==> src/rtl/norm32_seq_pkg.sv <==
// Shared ALU constants and the normalizer's state encoding.
//   DATA_WIDTH  : datapath width (32)
//   SHAMT_WIDTH : width of a shift amount / step distance (5)
//   NORM_STEPS  : binary-search steps, log2(DATA_WIDTH) (5)
//   CNT_WIDTH   : width of the normalize count, 0..32 (6)
package norm32_seq_pkg;

  localparam int unsigned DATA_WIDTH  = 32;
  localparam int unsigned SHAMT_WIDTH = 5;
  localparam int unsigned NORM_STEPS  = 5;
  localparam int unsigned CNT_WIDTH   = 6;

  typedef enum logic [1:0] {
    ST_IDLE = 2'd0,
    ST_LOAD = 2'd1,
    ST_RUN  = 2'd2,
    ST_DONE = 2'd3
  } state_t;

  // Step distance for search step s: 16, 8, 4, 2, 1.
  function automatic logic [SHAMT_WIDTH-1:0] step_k(input logic [2:0] s);
    return SHAMT_WIDTH'(16) >> s;
  endfunction

endpackage

==> src/rtl/norm32_seq_step.sv <==
// norm_step32: one combinational binary-search step of the normalizer.
//   w      in  32 : current working word
//   k      in  5  : step distance (16, 8, 4, 2 or 1)
//   LnR    in  1  : 1 = shift toward bit 31, 0 = toward bit 0
//   w_next out 32 : working word after the step
//   hit    out 1  : the k bits at the leading end were all zero, so the shift happened
module norm_step32
  import norm32_seq_pkg::*;
(
  input  logic [DATA_WIDTH-1:0]  w,
  input  logic [SHAMT_WIDTH-1:0] k,
  input  logic                   LnR,
  output logic [DATA_WIDTH-1:0]  w_next,
  output logic                   hit
);

  logic [5:0] rsh;
  logic       hi_zero;
  logic       lo_zero;

  // Shifting by (32-k) isolates the top k bits (right shift) or the
  // bottom k bits (left shift) without a variable-width part select.
  always_comb begin
    rsh     = 6'(DATA_WIDTH) - {1'b0, k};
    hi_zero = ((w >> rsh) == '0);
    lo_zero = ((w << rsh) == '0);
    hit     = LnR ? hi_zero : lo_zero;
    w_next  = w;
    if (hit) begin
      w_next = LnR ? (w << k) : (w >> k);
    end
  end

endmodule

==> src/rtl/norm32_seq.sv <==
// norm32_seq: multi-cycle 32-bit normalizer (inverse of SHIFT32).
// A START accepted in IDLE or DONE captures D/LnR; LOAD primes the working
// registers, five RUN cycles perform a binary search, DONE pulses with the
// result. Outputs Y/CNT/ZERO update only on the RUN->DONE edge.
//   CLK   in  1  : clock, rising edge
//   RST   in  1  : synchronous active-high reset
//   START in  1  : request, honoured only in IDLE or DONE
//   D     in  32 : operand
//   LnR   in  1  : 1 = count leading zeros, 0 = count trailing zeros
//   Y     out 32 : normalized word
//   CNT   out 6  : shift distance 0..32
//   ZERO  out 1  : operand was zero
//   BUSY  out 1  : high in LOAD and RUN
//   DONE  out 1  : one-cycle completion pulse
module norm32_seq
  import norm32_seq_pkg::*;
#(
  parameter int unsigned WIDTH = DATA_WIDTH,
  parameter int unsigned STEPS = NORM_STEPS
) (
  input  logic                 CLK,
  input  logic                 RST,
  input  logic                 START,
  input  logic [WIDTH-1:0]     D,
  input  logic                 LnR,
  output logic [WIDTH-1:0]     Y,
  output logic [CNT_WIDTH-1:0] CNT,
  output logic                 ZERO,
  output logic                 BUSY,
  output logic                 DONE
);

  state_t state;
  state_t state_next;

  logic [WIDTH-1:0]       d_cap;
  logic                   lnr_r;
  logic [WIDTH-1:0]       w;
  logic [CNT_WIDTH-1:0]   c;
  logic [2:0]             s;
  logic                   z_r;

  logic                   accept;
  logic                   last_step;
  logic [SHAMT_WIDTH-1:0] k;
  logic [WIDTH-1:0]       w_next;
  logic                   hit;
  logic [CNT_WIDTH-1:0]   c_step;

  norm_step32 u_step (
    .w      (w),
    .k      (k),
    .LnR    (lnr_r),
    .w_next (w_next),
    .hit    (hit)
  );

  always_comb begin
    accept    = START && (state == ST_IDLE || state == ST_DONE);
    last_step = (s == 3'(STEPS - 1));
    k         = step_k(s);
    c_step    = c + (hit ? {1'b0, k} : '0);
  end

  always_ff @(posedge CLK) begin
    if (RST) begin
      state <= ST_IDLE;
    end else begin
      state <= state_next;
    end
  end

  always_comb begin
    state_next = state;
    BUSY       = 1'b0;
    DONE       = 1'b0;
    case (state)
      ST_IDLE: begin
        if (START) state_next = ST_LOAD;
      end
      ST_LOAD: begin
        BUSY       = 1'b1;
        state_next = ST_RUN;
      end
      ST_RUN: begin
        BUSY = 1'b1;
        if (last_step) state_next = ST_DONE;
      end
      ST_DONE: begin
        DONE       = 1'b1;
        state_next = START ? ST_LOAD : ST_IDLE;
      end
      default: state_next = ST_IDLE;
    endcase
  end

  always_ff @(posedge CLK) begin
    if (RST) begin
      d_cap <= '0;
      lnr_r <= 1'b0;
      w     <= '0;
      c     <= '0;
      s     <= '0;
      z_r   <= 1'b0;
      Y     <= '0;
      CNT   <= '0;
      ZERO  <= 1'b0;
    end else begin
      if (accept) begin
        d_cap <= D;
        lnr_r <= LnR;
      end
      case (state)
        ST_LOAD: begin
          w   <= d_cap;
          c   <= '0;
          z_r <= (d_cap == '0);
          s   <= '0;
        end
        ST_RUN: begin
          w <= w_next;
          c <= c_step;
          s <= s + 3'd1;
          // The last step's result goes straight to the outputs; a zero
          // operand searches to c=31, which is overridden to 32.
          if (last_step) begin
            Y    <= z_r ? '0 : w_next;
            CNT  <= z_r ? CNT_WIDTH'(WIDTH) : c_step;
            ZERO <= z_r;
          end
        end
        default: ;
      endcase
    end
  end

endmodule

==> config.mk <==
export PLATFORM = sky130hd
export DESIGN_NAME = norm32_seq
export DESIGN_NICKNAME = d
export VERILOG_FILES = /design/src/rtl/norm32_seq_pkg.sv /design/src/rtl/norm32_seq_step.sv /design/src/rtl/norm32_seq.sv
export SDC_FILE = /design/constraint.sdc
export NUM_CORES = 1
export LEC_CHECK = 0
export ABC_AREA = 1
export CAP_MARGIN = 20
export CORE_ASPECT_RATIO = 0.5
export CORE_MARGIN = 2
export CORE_UTILIZATION = 50
export CTS_BUF_LIST = sky130_fd_sc_hd__clkbuf_4 sky130_fd_sc_hd__clkbuf_8
export DETAILED_ROUTE_END_ITERATION = 8
export PLACE_DENSITY_LB_ADDON = 0.1
export SYNTH_ARGS = -nofsm -noshare
export SYNTH_HDL_FRONTEND = slang
export SYNTH_HIERARCHICAL = 1
export SYNTH_SLANG_ARGS = --single-unit
==> constraint.sdc <==
create_clock -name CLK -period 5.09 [get_ports CLK]
set_input_delay 1.018 -clock CLK [delete_from_list [all_inputs] [get_ports CLK]]
set_output_delay 1.018 -clock CLK [all_outputs]
set_load 0.02 [all_outputs]
==> run_results.csv <==
group,metric,value,unit
final_layout,final_cell_count_no_fill,1955,
final_layout,fin_area,10890,um2
sta,fin_ws,673.3,ps
yosys,synth_simple_gate_area_frac,0.3993,
global_route,grt_pass1_wl,58860,um
yosys,synth_area_per_cell,5.834,um2
drt,drc,0,
drt,antenna_left,0,
placement,hpwlAfterDp,29110,um
global_route,antenna_found_initial,0,
yosys,synth_compound_area_frac,0.2157,
min_path,min_path_type,"reg2reg",
global_route,grt_max_degree,68,
floorplanning,die_h,102.7,um
yosys,synth_top_family_by_area,"simple AND/OR/NAND/NOR gates",
worst_setup_path,r2r-start,"s[1]$_SDFFE_PP0P_",
worst_setup_path,cp.arrival,4690,ps
worst_setup_path,crit_required,5360,ps
placement,dp_cells,1923,
yosys,synth_edf_count,0,
clock_tree,cts_setup_buffers,0,
worst_setup_path,rrSetupSlack,670,ps
yosys,synth_nets,1723,
sta,whs,466.8,ps
pwr,vdd.ir_drop.worst,0.2745,mV
yosys,yosysUniqueCellTypes,42,
yosys,synthCells,1670,
clock_tree,htreeDepth,4,
pwr,cellLeakagePower,4.873,nW
worst_setup_path,cp_max_fo,35,
yosys,async_reset_ff_frac,0,
clock_tree,hold_buffers,0,
pwr,powerDensity,561.4,nW/um2
drt,avgRoutedWirePerCell,19.48,um
global_route,grt_pass1_vias,10302,
yosys,ys_warn_count,6,
yosys,netlist_area,9743,um2
min_path,hp-start,"Y[5]$_SDFFE_PP0P_",
final_layout,nets,1729,
drt,vias_per_cell,5.944,
yosys,synth_adder_area_share,0.02260,
placement,place.gp.congestion,1.004,
drt,dr.first_iter.drc_count,1483,
worst_setup_path,crit_type,"reg2reg",
final_layout,num-fill-cells,2002,
sta,hold_viol,0,
placement,place.port_buffers,76,
clock_tree,clockRootBuffer,"clkbuf_8",
floorplanning,ios,77,
sta,fmax,0.2264,GHz
global_route,grt_overflow,0,
yosys,synthXorXnorAreaFrac,0.004623,
floorplanning,die_area,20690,um2
final_layout,areaGrowthSynthToFinish,11.81,%
clock_tree,clock_latency,440,ps
placement,dp_slack,812.5,ps
sta,maxSlewHeadroom,0.2821,
final_layout,final_core_util,0.5651,
clock_tree,clockBufferDepth,2,
global_route,grt_use_total,0.3669,
clock_tree,cts_tree,"done",
sta,final.setup.tns,0,ps
floorplanning,fp-row-count,36,
floorplanning,core_area,19280,um2
job,maxCapViolations,0,
clock_tree,clk_pin_slew,70,ps
pwr,finalPower,6.116,mW
sta,slew_violations,0,
yosys,synth_ff_type,"dfxtp_1",
sta,period_share,0.8677,
final_layout,insertedDiodeCount,0,
drt,drtPass1Iterations,5,
sta,setup_viol,0,
floorplanning,die_w,201.4,um
final_layout,drive_gt1_frac,0.06986,
worst_setup_path,cp-startpoint,"s[1]$_SDFFE_PP0P_",
sta,tightest_slew,1077,ps
sta,skew,10.58,ps
worst_setup_path,cp-end-kind,"flop",
yosys,ys_seq_area_frac,0.2383,
clock_tree,cts_resized,0,
yosys,yosys_register_bits,116,
floorplanning,start_util,0.5054,
yosys,synth_mux_area_frac,0.01130,
clock_tree,numClockSinks,116,
drt,vias,11621,
drt,totalWireLength,38090,um
run_status,status,"completed",
placement,place_area,10450,um2
clock_tree,numCtsBuffers,17,
sta,grt_setup_unrepaired,"false",
worst_setup_path,cp-start-kind,"flop",
sta,timing.final.crit_period,4417,ps
## critical path: stages, from the launching register on
cell	delay (ps)
dfxtp_1	390
inv_1	80
ha_1	230
nand2_4	100
inv_4	40
inv_4	80
buf_4	400
nand2_1	210
and2_1	270
o21ai_0	320
o21ai_1	140
nand3_1	120
nand2_1	60
nand3_1	70
nand2_1	80
nand2_4	120
nand2_4	100
inv_1	120
nor2_1	80
ha_1	220
fa_1	420
nand3_1	90
nand2_1	60
or2_2	280
nand3_1	80
a21oi_1	70
## final cells by class
cell class	instances	area (um2)	share of cell area
clock buffers	20	269.0	0.02469
clock inverters	12	178.9	0.01642
inverters	122	462.9	0.04249
multi-input cells	1318	6385	0.5861
flip-flops and latches	116	2322	0.2132
well taps	266	332.8	0.03055
repair buffers	101	943.4	0.08660
## layout by cell type, fill, tap and decap left out, drive strengths merged
| cell | netlist | routed |
|---|---|---|
| a211oi | 1 | 1 |
| a21oi | 82 | 82 |
| a2bb2oi | 1 | 1 |
| a31oi | 1 | 1 |
| and2 | 8 | 8 |
| buf | 72 | 26 |
| bufinv | 0 | 4 |
| clkbuf | 42 | 20 |
| clkdlybuf4s50 | 0 | 75 |
| clkinv | 1 | 6 |
| clkinvlp | 0 | 3 |
| dfxtp | 116 | 116 |
| fa | 1 | 1 |
| ha | 16 | 16 |
| inv | 121 | 121 |
| mux2i | 11 | 11 |
| nand2 | 604 | 604 |
| nand3 | 189 | 189 |
| nand4 | 7 | 7 |
| nor2 | 112 | 112 |
| nor3 | 6 | 6 |
| o211ai | 77 | 77 |
| o21ai | 172 | 172 |
| o21bai | 1 | 1 |
| o221ai | 13 | 13 |
| o22a | 2 | 2 |
| o22ai | 6 | 6 |
| o311ai | 1 | 1 |
| or2 | 4 | 4 |
| xnor2 | 1 | 1 |
| xor2 | 2 | 2 |
## routing by layer
layer  up-vias  part of all wire  global-route usage
met5         -                 0                   0
met4         0             0.013             0.06448
met3        47              0.13              0.1068
met2       655              0.39              0.5186
met1      5386              0.47              0.5492
li1       5533                 -                   -
## power by group
part	internal (mW)	total [mW]	switching [mW]
clock network	0.565	0.950	0.385
registers	1.12	1.50	0.372
logic	1.08	3.67	2.59
## logic make-up (layout without fill, tap and decap cells)
group	after synthesis	count (layout)
AOI/OAI and AO/OA	357	357
buffers and inverters	236	255
adders and majority gates	17	17
and+or+nand+nor	930	930
DFF	116	116
muxes	11	11
xor gates and xnor gates	3	3
## synth_stat cells (4+ instances only)
library cell	instances	area, um2
or2_2	4	25.02
o21ai_1	17	85.08
nand3_1	189	945.9
clkbuf_1	42	157.7
buf_2	39	195.2
a21oi_2	10	87.58
o221ai_1	13	113.9
o22ai_1	6	37.54
ha_1	16	200.2
dfxtp_1	116	2322
o21ai_0	153	765.7
buf_6	8	90.09
buf_4	7	52.55
a21oi_1	72	360.4
and2_1	8	50.05
mux2i_1	11	110.1
buf_1	16	60.06
nor2_1	109	409.1
nand2_4	7	78.83
nor3_1	6	30.03
inv_1	110	412.9
nand2_2	17	106.4
nand4_1	7	43.79
inv_2	9	33.78
o211ai_1	77	578.1
nand2_1	580	2177
## flip-flops by register name (all words and copies together), names as in the netlist
| signal | cells |
|---|---|
| c | 6 |
| ZERO | 1 |
| w | 32 |
| d_cap | 32 |
| Y | 32 |
| lnr_r | 1 |
| state | 2 |
| s | 3 |
| z_r | 1 |
| CNT | 6 |
## path summary, 6_finish.rpt
check | to | cells past startpoint
hold reg to reg | Y[5]$_SDFFE_PP0P_ | 2
setup reg to reg | CNT[4]$_SDFFE_PP0P_ | 25
hold / removal | Y[5]$_SDFFE_PP0P_ | 2
setup / recovery | CNT[4]$_SDFFE_PP0P_ | 25
Note: power is estimated with default switching activity, not from simulation.
